**src/rtl/led_scan_decoder.sv**
```systemverilog
// led_scan_decoder
//   Time-multiplexed digit scanner for seven-segment / LED displays. A
//   prescaler divides clk into slots of TICK_DIV cycles. Each slot selects
//   one of NUM = 2**SEL_W digits. The active digit's anode is driven low and
//   its segment pattern is presented. The first BLANK cycles of every slot
//   are forced dark as an anti-ghosting dead time.
//
// Ports
//   clk         system clock, rising edge
//   reset       synchronous, active-high reset (dominant)
//   enable      1 = scan runs, 0 = counters hold and outputs blank
//   mask        per-digit enable, 1 = digit shown
//   data_in     segment patterns, digit i at [i*SEG_W +: SEG_W]
//   an          anode enables, active-low one-hot or all-ones
//   sseg        segment drive, active-low
//   cur         current slot index
//   frame_tick  one-cycle pulse when cur wraps from NUM-1 to 0
//
// Legal parameter ranges: SEL_W >= 1, TICK_DIV >= 2, 0 <= BLANK < TICK_DIV.

module led_scan_decoder #(
  parameter int SEL_W    = 2,
  parameter int SEG_W    = 8,
  parameter int TICK_DIV = 50000,
  parameter int BLANK    = 0
) (
  input  logic                        clk,
  input  logic                        reset,
  input  logic                        enable,
  input  logic [(2**SEL_W)-1:0]       mask,
  input  logic [(2**SEL_W)*SEG_W-1:0] data_in,
  output logic [(2**SEL_W)-1:0]       an,
  output logic [SEG_W-1:0]            sseg,
  output logic [SEL_W-1:0]            cur,
  output logic                        frame_tick
);

  localparam int NUM  = 2**SEL_W;
  localparam int PC_W = (TICK_DIV > 1) ? $clog2(TICK_DIV) : 1;

  localparam logic [PC_W-1:0]  PC_LAST  = PC_W'(TICK_DIV - 1);
  localparam logic [SEL_W-1:0] CUR_LAST = '1;

  logic [PC_W-1:0]  pc;
  logic             in_dead;
  logic             blank_now;
  logic [NUM-1:0]   an_dec;
  logic [SEG_W-1:0] seg_sel;

  // With BLANK == 0 the dead-time compare would be constant false; build it
  // only when there is a dead time to enforce.
  generate
    if (BLANK == 0) begin : g_no_dead
      assign in_dead = 1'b0;
    end else begin : g_dead
      assign in_dead = (pc < PC_W'(BLANK));
    end
  endgenerate

  assign blank_now = !enable || !mask[cur] || in_dead;

  // Generalised SEL_W-to-NUM decoder, active-low.
  assign an_dec = ~(NUM'(1) << cur);

  always_comb begin
    seg_sel = '1;
    for (int i = 0; i < NUM; i++) begin
      if (cur == SEL_W'(i)) begin
        seg_sel = data_in[i*SEG_W +: SEG_W];
      end
    end
  end

  always_ff @(posedge clk) begin
    if (reset) begin
      pc         <= '0;
      cur        <= '0;
      an         <= '1;
      sseg       <= '1;
      frame_tick <= 1'b0;
    end else begin
      frame_tick <= 1'b0;
      if (enable) begin
        if (pc == PC_LAST) begin
          pc         <= '0;
          // NUM is a power of two, so the natural wrap of cur is mod NUM.
          cur        <= cur + 1'b1;
          frame_tick <= (cur == CUR_LAST);
        end else begin
          pc <= pc + 1'b1;
        end
      end

      // Outputs reflect the pre-edge slot, so they lag cur by one cycle.
      if (blank_now) begin
        an   <= '1;
        sseg <= '1;
      end else begin
        an   <= an_dec;
        sseg <= seg_sel;
      end
    end
  end

endmodule

```
**config.mk**
```make
export PLATFORM = sky130hd
export DESIGN_NAME = led_scan_decoder
export DESIGN_NICKNAME = d
export VERILOG_FILES = /design/src/rtl/led_scan_decoder.sv
export SDC_FILE = /design/constraint.sdc
export NUM_CORES = 1
export LEC_CHECK = 0
export ABC_AREA = 1
export BUFFER_PORTS_ARGS = -buffer_cell sky130_fd_sc_hd__buf_2
export CORE_MARGIN = 10
export CORE_UTILIZATION = 40
export DETAILED_ROUTE_END_ITERATION = 8
export PLACE_DENSITY = 0.68
export SLEW_MARGIN = 40
export SYNTH_ARGS = -nofsm -noshare
export SYNTH_HDL_FRONTEND = slang
export SYNTH_SLANG_ARGS = --single-unit
```
**constraint.sdc**
```tcl
create_clock -name clk -period 1.5 [get_ports clk]
set_input_delay 0.45 -clock clk [delete_from_list [all_inputs] [get_ports clk]]
set_output_delay 0.45 -clock clk [all_outputs]
set_load 0.03 [all_outputs]
```
[Yosys cells after proc, flatten, opt, wreduce, memory -nomap -nowiden]
Cells that the tools add are included.
Word-level totals
  input bits: 39
  output and inout bits: 15
  word-level logic and storage cells: 30
  register bits: 31
Operators by class
  eq/ne operators: 4
  add/subtract/negate cells: 2
  reduce and logical (&&, ||, !) cells: 7
  $lt $le $gt $ge: 1
  bitwise operators: 3
  mux-type cells: 7
  shift-type cells: 1
Operators with widths (number)
  $mux W8: 4
  $add A16 B1 Y16 const B: 1
  $eq A16 B16 Y1 const B: 1
  $mux W16: 1
  $eq A2 B2 Y1 const B: 2
  $not A4 Y4: 1
  $shl A1 B2 Y4 const A: 1
  $lt A2 B3 Y1 const B: 1
  $reduce_or A3 Y1: 1
  $add A2 B1 Y2 const B: 1
  $bmux W1 S2: 1
  $eq A2 B1 Y1 const B: 1
  $logic_not A1 Y1: 2
  $logic_not A2 Y1: 1
  $not A1 Y1: 2
  $reduce_and A2 Y1: 1
  $reduce_or A2 Y1: 1
  $logic_or A1 B1 Y1: 1
  $mux W1: 1

[Logic depth before layout (Yosys ltp)]
Gate-level depths: netlist of run 1.
  depth in word-level cells: 5
  gate-level depth with buffers: 9
  mapped depth without buffers: 8

[Worst setup path after synthesis of run 1]
OpenSTA, ideal clock, no wires.
  path type: reg-to-reg
  start point: reg cur[1]
  end point: reg sseg[0]
  required time: 1375 ps
  arrival time: 1541 ps
  period minus slack after synthesis: 1666 ps
  stages on the path, launching flop included: 8
  path slack: -166 ps
  buffers on the path: 0
  setup time: 125 ps
  path through: dfxtp_1 -> inv_1 -> ha_1 -> clkinv_1 -> nand2_1 -> o22a_1 -> o21ai_0 -> nand3_1
Between the ends
  word-level cells in the longest chain between the ends: 5
  elaborated cells on any way between the ends: 13
  those cells by class: 3 x eq/ne; 6 x mux; 4 x reduce/logical
Ends and longest elaborated chain
  start: declaration: RTL line 34  | output logic [SEL_W-1:0] cur,
  start signal: assignment: RTL line 87  | cur <= cur + 1'b1;
  $logic_not A2 Y1 / $bmux W1 S2 (equally long branches): RTL line 68, 60
  $mux W8 / $mux W1 (equally long branches): RTL line 68, 60
  $mux W8 / $logic_not A1 Y1 (equally long branches): RTL line 68, 60
  $mux W8 / $logic_or A1 B1 Y1 (equally long branches): RTL line 68, 60
  $mux W8 / $reduce_or A2 Y1 (equally long branches)
  end signal: assignment: RTL line 100  | sseg <= seg_sel;
  end: declaration: RTL line 33  | output logic [SEG_W-1:0] sseg,
Several ways; a longest one is shown, not always the timed one. The select of a mux whose other input is x is not followed.
A chain may end at the register's enable or synchronous reset.

[Final worst setup path of run 1]
  start point: reg cur[0]
  end point: out cur[0]
No word-level cell between the ends.

==> results of run 1 <==
[sequential cells by signal, summed over array words and instances, names as in the netlist]
signal	count
cur	2
sseg	8
frame_tick	1
an	4
pc	16
[cell families after synthesis]
logic type	Yosys count
simple gates	116
compound gates	36
flops	31
buf+inv	29
xor+xnor	5
fa+ha+maj	5
[routing by layer]
| layer | routed length (um) | share of wire [%] | up-vias |
|---|---|---|---|
| li1 | - | - | 862 |
| met1 | 2100 | 47 | 738 |
| met2 | 1970 | 44 | 55 |
| met3 | 360 | 8.0 | 7 |
| met4 | 53 | 1.2 | 0 |
| met5 | 0 | 0 | - |
[worst paths after layout]
kind / from / endpoint / slack, ns
max: cur[0]$_SDFFE_PP0P_ / cur[0] / 0.05
min: data_in[29] / sseg[5]$_SDFF_PP1_ / 0.38
max reg2reg: cur[1]$_SDFFE_PP0P_ / sseg[6]$_SDFF_PP1_ / 0.07
min reg2reg: pc[0]$_SDFFE_PP0P_ / pc[0]$_SDFFE_PP0P_ / 0.48
[synthesized netlist by cell type]
library cell	number
nand3_2	2
or2_2	1
o22a_1	8
nand3_1	22
o21bai_1	2
xnor2_1	1
nand3b_1	1
nor3_1	1
o21a_1	1
buf_1	2
clkbuf_1	1
buf_2	1
ha_1	5
nor3b_1	2
inv_2	2
a21oi_1	14
nand2_1	43
nand4_1	4
buf_6	1
dfxtp_1	31
o21ai_0	9
nor2_2	6
inv_1	19
o211ai_1	1
nor2_1	29
a21oi_2	1
nor2_4	2
clkinv_1	2
nand2_2	3
buf_4	1
xor2_1	4
[what timing repair did]
item / 4_1_cts / 5_1_grt
gates cloned: 0 / 1
setup endpoints to repair: 8 / 9
hold buffers: 0 / 0
gates resized for setup: 1 / 15
setup buffers: 0 / 0
[cell type report]
cell class	instances	area [um2]	area share, %
clock inverter	2	35.0	1.59
tap	50	62.6	2.84
sequential	31	628	28.6
timing repair inverter	1	7.51	0.341
multi-input combinational	162	898	40.8
timing repair buffer	67	395	18.0
inverter	23	90.1	4.10
clock buffer	6	82.6	3.75
[report_power, final]
part	internal (mW)	switching [mW]	total, mW
clock	0.537	0.323	0.860
sequential	0.834	0.00611	0.840
combinational	0.0754	0.0744	0.150
[worst max-delay path: stages, from the launching register on]
cell     delay (ns)
dfxtp_2        0.38
buf_4          0.15
buf_2          0.19
[metrics by stage]
stage / setup WS (ns) / power [mW] / cell area (um2) / std cells / utilization (%)
after floorplan: 0.00708 / 0.921 / 1620 / 222 / -
after global placement: 0.0574 / 1.00 / 2040 / 333 / 51.7
after detailed placement: -0.0477 / 1.00 / 2040 / 333 / 51.7
after CTS: 0.0333 / 1.87 / 2160 / 341 / 54.7
after global routing: -0.0132 / 1.93 / 2200 / 342 / 55.8
final: 0.0480 / 1.85 / 2200 / 342 / 55.8
==> impl_metrics.csv, run 1 <==
group,metric,value,unit
run,drv_cap,0,
logic_synthesis,ys_seq_elements,31,
worst_setup_path,critical_path.max_fanout,4,
grt,grtUsageMet3,5.27,%
worst_setup_path,worstPathArrival,1.00,ns
clock_tree,clock-sinks,31,
logic_synthesis,synth_area_leaders,"dfxtp_1 (39%), nand2_1 (10%), nand3_1 (6.8%)",
worst_setup_path,reg2reg_depth,7,
sta,hold_viol_final,0,
logic_synthesis,synth-simple-area-share,33.4,%
clock_tree,worst_skew_pair.late_latency,0.28,ns
drt,viasPerCell,4.86,
outcome,status,"finished clean",
grt,grtUsageMet2,18.8,%
die,ios,54,
grt,grt-ovfl-total,0,
drt,vias,1662,
pwr,p_leak,0.919,nW
logic_synthesis,synth_mux_area_share,0,%
clock_tree,path_clk_slew,0.07,ns
logic_synthesis,synth_top_family_by_area,"simple AND/OR/NAND/NOR gates",
sta,period_share,96.8,%
grt,antenna_found_initial,0,
sta,timing.fmax,0.689,GHz
drt,dr.pass1.iters,4,
sta,worstMarginPinSlew,0.295,ns
hold_path,hold_class,"primary input to register",
logic_synthesis,yosysTopAreaCellShare,38.5,%
logic_synthesis,synth_adder_area_share,3.89,%
clock_tree,htree_num_levels,2,
sta,clock_skew,0.00642,ns
finish,layout.nets,335,
logic_synthesis,synth_area_leader_cell,"dfxtp_1",
worst_setup_path,required,1.05,ns
finish,layout_common_cells,"buf_2 (53), nand2_1 (42), nor2_1 (29), dfxtp_1 (27), nand3_1 (22)",
logic_synthesis,syn-mean-instance-area,7.25,um2
worst_setup_path,endpoint_kind,"output pin",
finish,diodes,0,
clock_tree,cts_buffers,5,
logic_synthesis,synthesis.area,1610,um2
pwr,p_per_area,841,nW/um2
die,start_util,40.8,%
grt,grt_pass1_wl,7.52,mm
grt,grt_pass1_vias,1589,
logic_synthesis,synth_nets,266,
worst_setup_path,start_kind,"register",
logic_synthesis,ys_types,31,
sta,setup_violations,0,
grt,grt_max_degree,18,
clock_tree,cts_tree,"yes",
grt,grt_util_all_layers,12.7,%
placed_design,port_buffers,53,
placed_design,hpwl,3.33,mm
finish,area_growth,36.6,%
logic_synthesis,ys_seq_area_share,38.5,%
finish,final_common_cell,"buf_2",
grt,grt-busiest-layer,"met2",
die,dieArea,6960,um2
hold_path,worstHoldPathCells,3,
logic_synthesis,yosys_warnings,0,
sta,period_needed,1.45,ns
die,die_w,83.5,um
die,fp-row-count,23,
sta,holdWs,0.375,ns
finish,fill_cells,361,
drt,drt-total-wl,4.48,mm
drt,routedWlPerCell,13.1,um
sta,slew_headroom,80.3,%
die,die_height,83.5,um
grt,met1_usage,16.0,%
worst_setup_path,criticalPathCategory,"register to output pin",
clock_tree,root_buffer,"clkbuf_8",
pwr,ir_worst_vdd,381,uV
die,core,3940,um2
finish,drive_gt1_share,34.9,%
logic_synthesis,synth_compound_area_share,13.9,%
sta,slew_violations,0,
drt,detail-route-antenna-nets,0,
drt,drt_iter0_markers,65,
logic_synthesis,postSynthCellCount,222,
clock_tree,cts_max_path_buffers,2,
placed_design,place_congestion,0.868,
sta,fin_tns_setup,0,ns
drt,drc_errors,0,
logic_synthesis,synth_xor_area_share,2.72,%
Power figures use the tool's default switching activity.
==> inputs of run 2 (changes only) <==
CORE_UTILIZATION = 23   (was 40)
PLACE_DENSITY = not set   (was 0.68)
==> run 2 against run 1 <==
  * Core utilization is 23 points lower
  * Maximum frequency is 1.0% higher
  * Sequential share of layout area is 0.42 points lower
  * Sequential power hardly changed
  * Via count is 1.6% lower
  * Cell count is 13% higher
  * Largest power group is now registers
==> impl_metrics.csv, run 2 (synthesis gave the netlist of run 1 again) <==
group,metric,value,unit
finish,largest_reg_flops,16,
die,ios,54,
drt,vias,1636,
finish,drive_gt1_share,35.6,%
grt,grt_pass1_wl,7.65,mm
drt,detail-route-antenna-nets,0,
die,die_w,104,um
sta,slew_headroom,80.7,%
finish,layout.nets,336,
drt,viasPerCell,4.22,
clock_tree,cts_setup_buffers,0,
pwr,p_per_area,743,nW/um2
drt,drt-total-wl,4.60,mm
sta,slew_violations,0,
grt,grt_max_degree,19,
hold_path,worstHoldStart,"data_in[26]",
finish,fin_cells,388,
placed_design,hpwl,3.66,mm
drt,drt_iter0_markers,56,
hold_path,hold_class,"primary input to register",
worst_setup_path,reg2reg_to,"pc[12]$_SDFFE_PP0P_",
worst_setup_path,endpoint_kind,"output pin",
worst_setup_path,worstPathArrival,0.99,ns
die,fp-row-count,30,
run,drv_cap,0,
drt,routedWlPerCell,11.9,um
clock_tree,cts_hold_buf,0,
drt,dr.pass1.iters,4,
sta,timing.fmax,0.696,GHz
outcome,status,"finished clean",
placed_design,placed_area,2090,um2
clock_tree,htree_num_levels,2,
clock_tree,clock-sinks,31,
clock_tree,worst_skew_pair.late_latency,0.28,ns
clock_tree,cts_tree,"yes",
sta,period_needed,1.44,ns
drt,drc_errors,0,
grt,grt_pass1_vias,1576,
clock_tree,cts_buffers,5,
clock_tree,root_buffer,"clkbuf_8",
sta,worstMarginPinSlew,0.290,ns
grt,grt-ovfl-total,0,
sta,setup_violations,0,
pwr,p_leak,0.901,nW
sta,hold_viol_final,0,
worst_setup_path,reg2reg_depth,8,
grt,antenna_found_initial,0,
die,die_height,104,um
finish,layout_common_cells,"buf_2 (52), nand2_1 (42), nor2_1 (28), dfxtp_1 (28), nand3_1 (22)",
die,start_util,23.7,%
finish,fill_cells,727,
hold_path,holdPathEnd,"sseg[2]$_SDFF_PP1_",
sta,clock_skew,0.00772,ns
placed_design,dp_cells,380,
die,core,6790,um2
worst_setup_path,criticalPathCategory,"register to output pin",
clock_tree,path_clk_slew,0.06,ns
finish,reg.largest.list,"pc: 16 flops, sseg: 8 flops, an: 4 flops",
placed_design,place_congestion,0.845,
hold_path,worstHoldPathCells,3,
grt,grt_util_all_layers,8.45,%
pwr,ir_worst_vdd,259,uV
finish,area_growth,38.4,%
worst_setup_path,r2r-start,"pc[1]$_SDFFE_PP0P_",
placed_design,port_buffers,53,
worst_setup_path,start_kind,"register",
worst_setup_path,reg2reg_setup_slack,0.10,ns
worst_setup_path,required,1.05,ns
finish,final_common_cell,"buf_2",
sta,period_share,95.8,%
clock_tree,cts_max_path_buffers,2,
finish,fin_area,2230,um2
finish,top_register,"pc",
finish,diodes,0,
die,dieArea,10700,um2
worst_setup_path,critical_path.max_fanout,4,
run 2: timing repair:
| action | 4_1_cts | 5_1_grt |
|---|---|---|
| pin swaps | 0 | 1 |
| setup endpoints to repair | 3 | 11 |
| resized for setup | 1 | 16 |
| cloned | 0 | 1 |
| hold endpoints to repair | 0 | 0 |
run 2: final cells by class:
cell class / instances / area, um2 / area share [%]
clock buffer: 6 / 82.6 / 3.71
multi-input combinational: 162 / 903 / 40.5
timing repair inverter: 1 / 7.51 / 0.337
inverter: 23 / 90.1 / 4.04
timing repair buffer: 68 / 393 / 17.6
sequential: 31 / 627 / 28.1
tap: 96 / 120 / 5.39
clock inverter: 1 / 5.00 / 0.225
run 2: worst max-delay path by stage:
stage	from	cells after the start	endpoint	slack, ns
after floorplan	cur[0]$_SDFFE_PP0P_	7	sseg[7]$_SDFF_PP1_	0.007
after global placement	cur[1]$_SDFFE_PP0P_	7	sseg[1]$_SDFF_PP1_	0.05
after detailed placement	cur[1]$_SDFFE_PP0P_	7	sseg[7]$_SDFF_PP1_	0.002
after CTS	cur[1]$_SDFFE_PP0P_	6	sseg[7]$_SDFF_PP1_	0.06
after global routing	pc[1]$_SDFFE_PP0P_	8	pc[12]$_SDFFE_PP0P_	-0.0009
final	cur[0]$_SDFFE_PP0P_	2	cur[0]	0.06
run 2: metal layers:
metal / global-route usage [%] / vias up / part of all wire (%) / routed length, um
met2: 12.3 / 61 / 41 / 1880
li1: - / 862 / - / -
met5: 0 / - / 0 / 0
met4: 2.68 / 0 / 1.2 / 53
met3: 3.41 / 6 / 6.4 / 296
met1: 11.0 / 707 / 52 / 2370
run 2: through the flow:
| step | setup TNS (ns) | util, % | setup slack (ns) | total power, mW | hold slack (ns) |
|---|---|---|---|---|---|
| finish | 0 | 32.8 | 0.0629 | 1.66 | 0.385 |
| global route | -0.000933 | 32.8 | -0.000933 | 1.74 | 0.395 |
| CTS | 0 | 32.1 | 0.0594 | 1.68 | 0.374 |
| detailed placement | 0 | 30.8 | 0.00167 | 1.01 | 0.490 |
| global placement | 0 | 30.8 | 0.0522 | 1.01 | 0.480 |
| floorplan | 0 | - | 0.00708 | 0.921 | 0.465 |
run 2: worst max-delay path, cell delays in order, from the launching register on:
cell	delay (ns)
dfxtp_2	0.38
buf_4	0.15
clkbuf_4	0.18
run 2: power by group:
| part | switching (mW) | total (mW) | internal, mW |
|---|---|---|---|
| Clock | 0.307 | 0.667 | 0.360 |
| Sequential | 0.00667 | 0.840 | 0.833 |
| Combinational | 0.0739 | 0.149 | 0.0750 |
==> inputs of run 3 (changes only) <==
==> constraint.sdc (replaced) <==
create_clock -name clk -period 1.3 [get_ports clk]
set_input_delay 0.26 -clock clk [delete_from_list [all_inputs] [get_ports clk]]
set_output_delay 0.26 -clock clk [all_outputs]
set_load 0.03 [all_outputs]
==> run 3 against run 2 <==
  * Largest power group unchanged
  * Routed wire length is 11% higher
  * Sequential share of layout area is 3.5 points lower
  * Via count is 6.6% higher
  * Register-to-register slack worse by 0.09 ns
  * Largest cell class unchanged
  * Clock power is 18% higher
  * Power is 19% higher
==> impl_metrics.csv, run 3 (synthesis gave the netlist of run 1 again) <==
group,metric,value,unit
die,ios,54,
sta,rsz0062_at_grt,"yes",
die,dieArea,10700,um2
finish,layout.nets,351,
pwr,p_leak,1.06,nW
hold_path,hold_class,"primary input to register",
sta,clock_skew,0.0133,ns
clock_tree,cts_max_path_buffers,2,
finish,drive_gt1_share,49.4,%
clock_tree,cts_tree,"yes",
pwr,power,1.97,mW
drt,drc_errors,0,
clock_tree,htree_num_levels,2,
placed_design,hpwl,3.64,mm
pwr,power.share.combinational,10.8,%
sta,hold_viol_final,0,
worst_setup_path,crit_slowest_cell,"dfxtp_4",
drt,vias,1744,
worst_setup_path,critical_path.max_fanout,17,
worst_setup_path,endpoint_kind,"register",
pwr,p_seq_share,49.3,%
die,die_w,104,um
grt,grt_pass1_vias,1668,
pwr,p_int,1.49,mW
worst_setup_path,criticalPathCategory,"register to register",
finish,post-route-util,38.2,%
worst_setup_path,cp_top_family,"flip-flops",
sta,period_needed,1.29,ns
clock_tree,root_buffer,"clkbuf_8",
finish,top_register,"pc",
grt,antenna_found_initial,0,
worst_setup_path,cp_cell_sequence,"clkinv_4 > buf_4 > ha_4 > a21oi_1 > o21ai_2 > nand3_2",
drt,dr.pass1.iters,4,
drt,viasPerCell,4.32,
sta,worstMarginPinSlew,0.304,ns
finish,largest_reg_flops,16,
clock_tree,path_clk_slew,0.08,ns
sta,slew_violations,0,
drt,drt-total-wl,5.09,mm
clock_tree,cts_buffers,5,
finish,fill_cells,687,
finish,diodes,0,
worst_setup_path,cp.buffers_inverters,2,
die,fp-row-count,30,
placed_design,place_congestion,0.778,
die,die_height,104,um
clock_tree,worst_skew_pair.late_latency,0.28,ns
grt,grt_max_degree,18,
finish,layout_common_cells,"buf_2 (53), nand2_1 (35), nor2_1 (25), dfxtp_1 (23), buf_4 (20)",
sta,setup_violations,0,
run,drv_cap,0,
grt,grt-ovfl-total,0,
finish,final_common_cell,"buf_2",
pwr,swShare,23.9,%
placed_design,port_buffers,53,
pwr,p_per_area,758,nW/um2
die,core,6790,um2
outcome,status,"finished clean",
sta,timing.fmax,0.776,GHz
grt,grt_pass1_wl,7.90,mm
drt,routedWlPerCell,12.6,um
worst_setup_path,required,1.52,ns
sta,period_share,99.2,%
pwr,ir_worst_vdd,259,uV
sta,slew_headroom,79.6,%
pwr,power_switching,0.470,mW
pwr,clockPowerShare,39.9,%
finish,reg.largest.list,"pc: 16 flops, sseg: 8 flops, an: 4 flops",
die,start_util,23.7,%
clock_tree,clock-sinks,31,
sta,fin_tns_setup,0,ns
worst_setup_path,max_stage_delay,0.41,ns
grt,grt_util_all_layers,8.62,%
worst_setup_path,start_kind,"register",
drt,detail-route-antenna-nets,0,
drt,drt_iter0_markers,64,
finish,area_growth,61.1,%
worst_setup_path,worstPathArrival,1.51,ns
-- run 3: cell count changes in the layout (fill, tap and decap cells not counted), moves of 6 or more --
cell     delta
buf_4       +6
buf_6       +7
nand2_1     -7
nand3_1    -11
nand3_2    +10
-- run 3: area by class of cell --
| class | instances | area, um2 | area share, % |
|---|---|---|---|
| multi-input combinational | 162 | 1070 | 41.4 |
| sequential | 31 | 638 | 24.6 |
| timing repair buffer | 83 | 559 | 21.6 |
| tap | 96 | 120 | 4.63 |
| inverter | 23 | 104 | 4.00 |
| clock buffer | 7 | 86.3 | 3.33 |
| timing repair inverter | 1 | 6.26 | 0.241 |
| clock inverter | 1 | 5.00 | 0.193 |
-- run 3: per-layer routing --
layer / GRT usage [%] / wire length (um) / up-vias
li1: - / - / 898
met1: 11.1 / 2400 / 788
met2: 13.3 / 2380 / 56
met3: 2.91 / 286 / 2
met4: 2.39 / 19 / 0
met5: 0 / 0 / -
-- run 3: worst min-delay path, cell delays in order --
cell,delay (ns)
buf_2,0.08
nand2_1,0.06
nand3_2,0.06
-- run 3: power by group through the flow --
stage,combinational (mW),sequential [mW],clock [mW]
after floorplan,0.0577,1.00,0
after global placement,0.171,0.985,0
after detailed placement,0.173,0.986,0
after CTS,0.175,0.965,0.827
after global routing,0.234,0.970,0.853
final,0.212,0.969,0.785
-- run 3: final timing paths --
kind	from	end	slack, ns	cells past startpoint
worst min register to register	pc[5]$_SDFFE_PP0P_	pc[5]$_SDFFE_PP0P_	0.56	2
worst min-delay path	data_in[25]	sseg[1]$_SDFF_PP1_	0.20	3
worst max register to register	cur[0]$_SDFFE_PP0P_	sseg[6]$_SDFF_PP1_	0.01	6
worst max-delay path	cur[0]$_SDFFE_PP0P_	sseg[6]$_SDFF_PP1_	0.01	6
-- run 3: repair_timing --
item	CTS	global route
cloned	0	2
setup endpoints to repair	11	23
resized for setup	10	60
buffers inserted	0	6
hold buffers	0	0
pin swaps	1	13
-- run 3: metrics by stage --
step                worst slack (ns)  std cells  instance area [um2]  hold WS (ns)
detailed placement           -0.0524        388                 2180         0.477
global placement             -0.0277        388                 2180         0.469
finish                        0.0109        404                 2590         0.199
floorplan                    0.00441        222                 1640         0.332
CTS                          0.00144        396                 2310         0.189
global route                 -0.0896        404                 2590         0.207
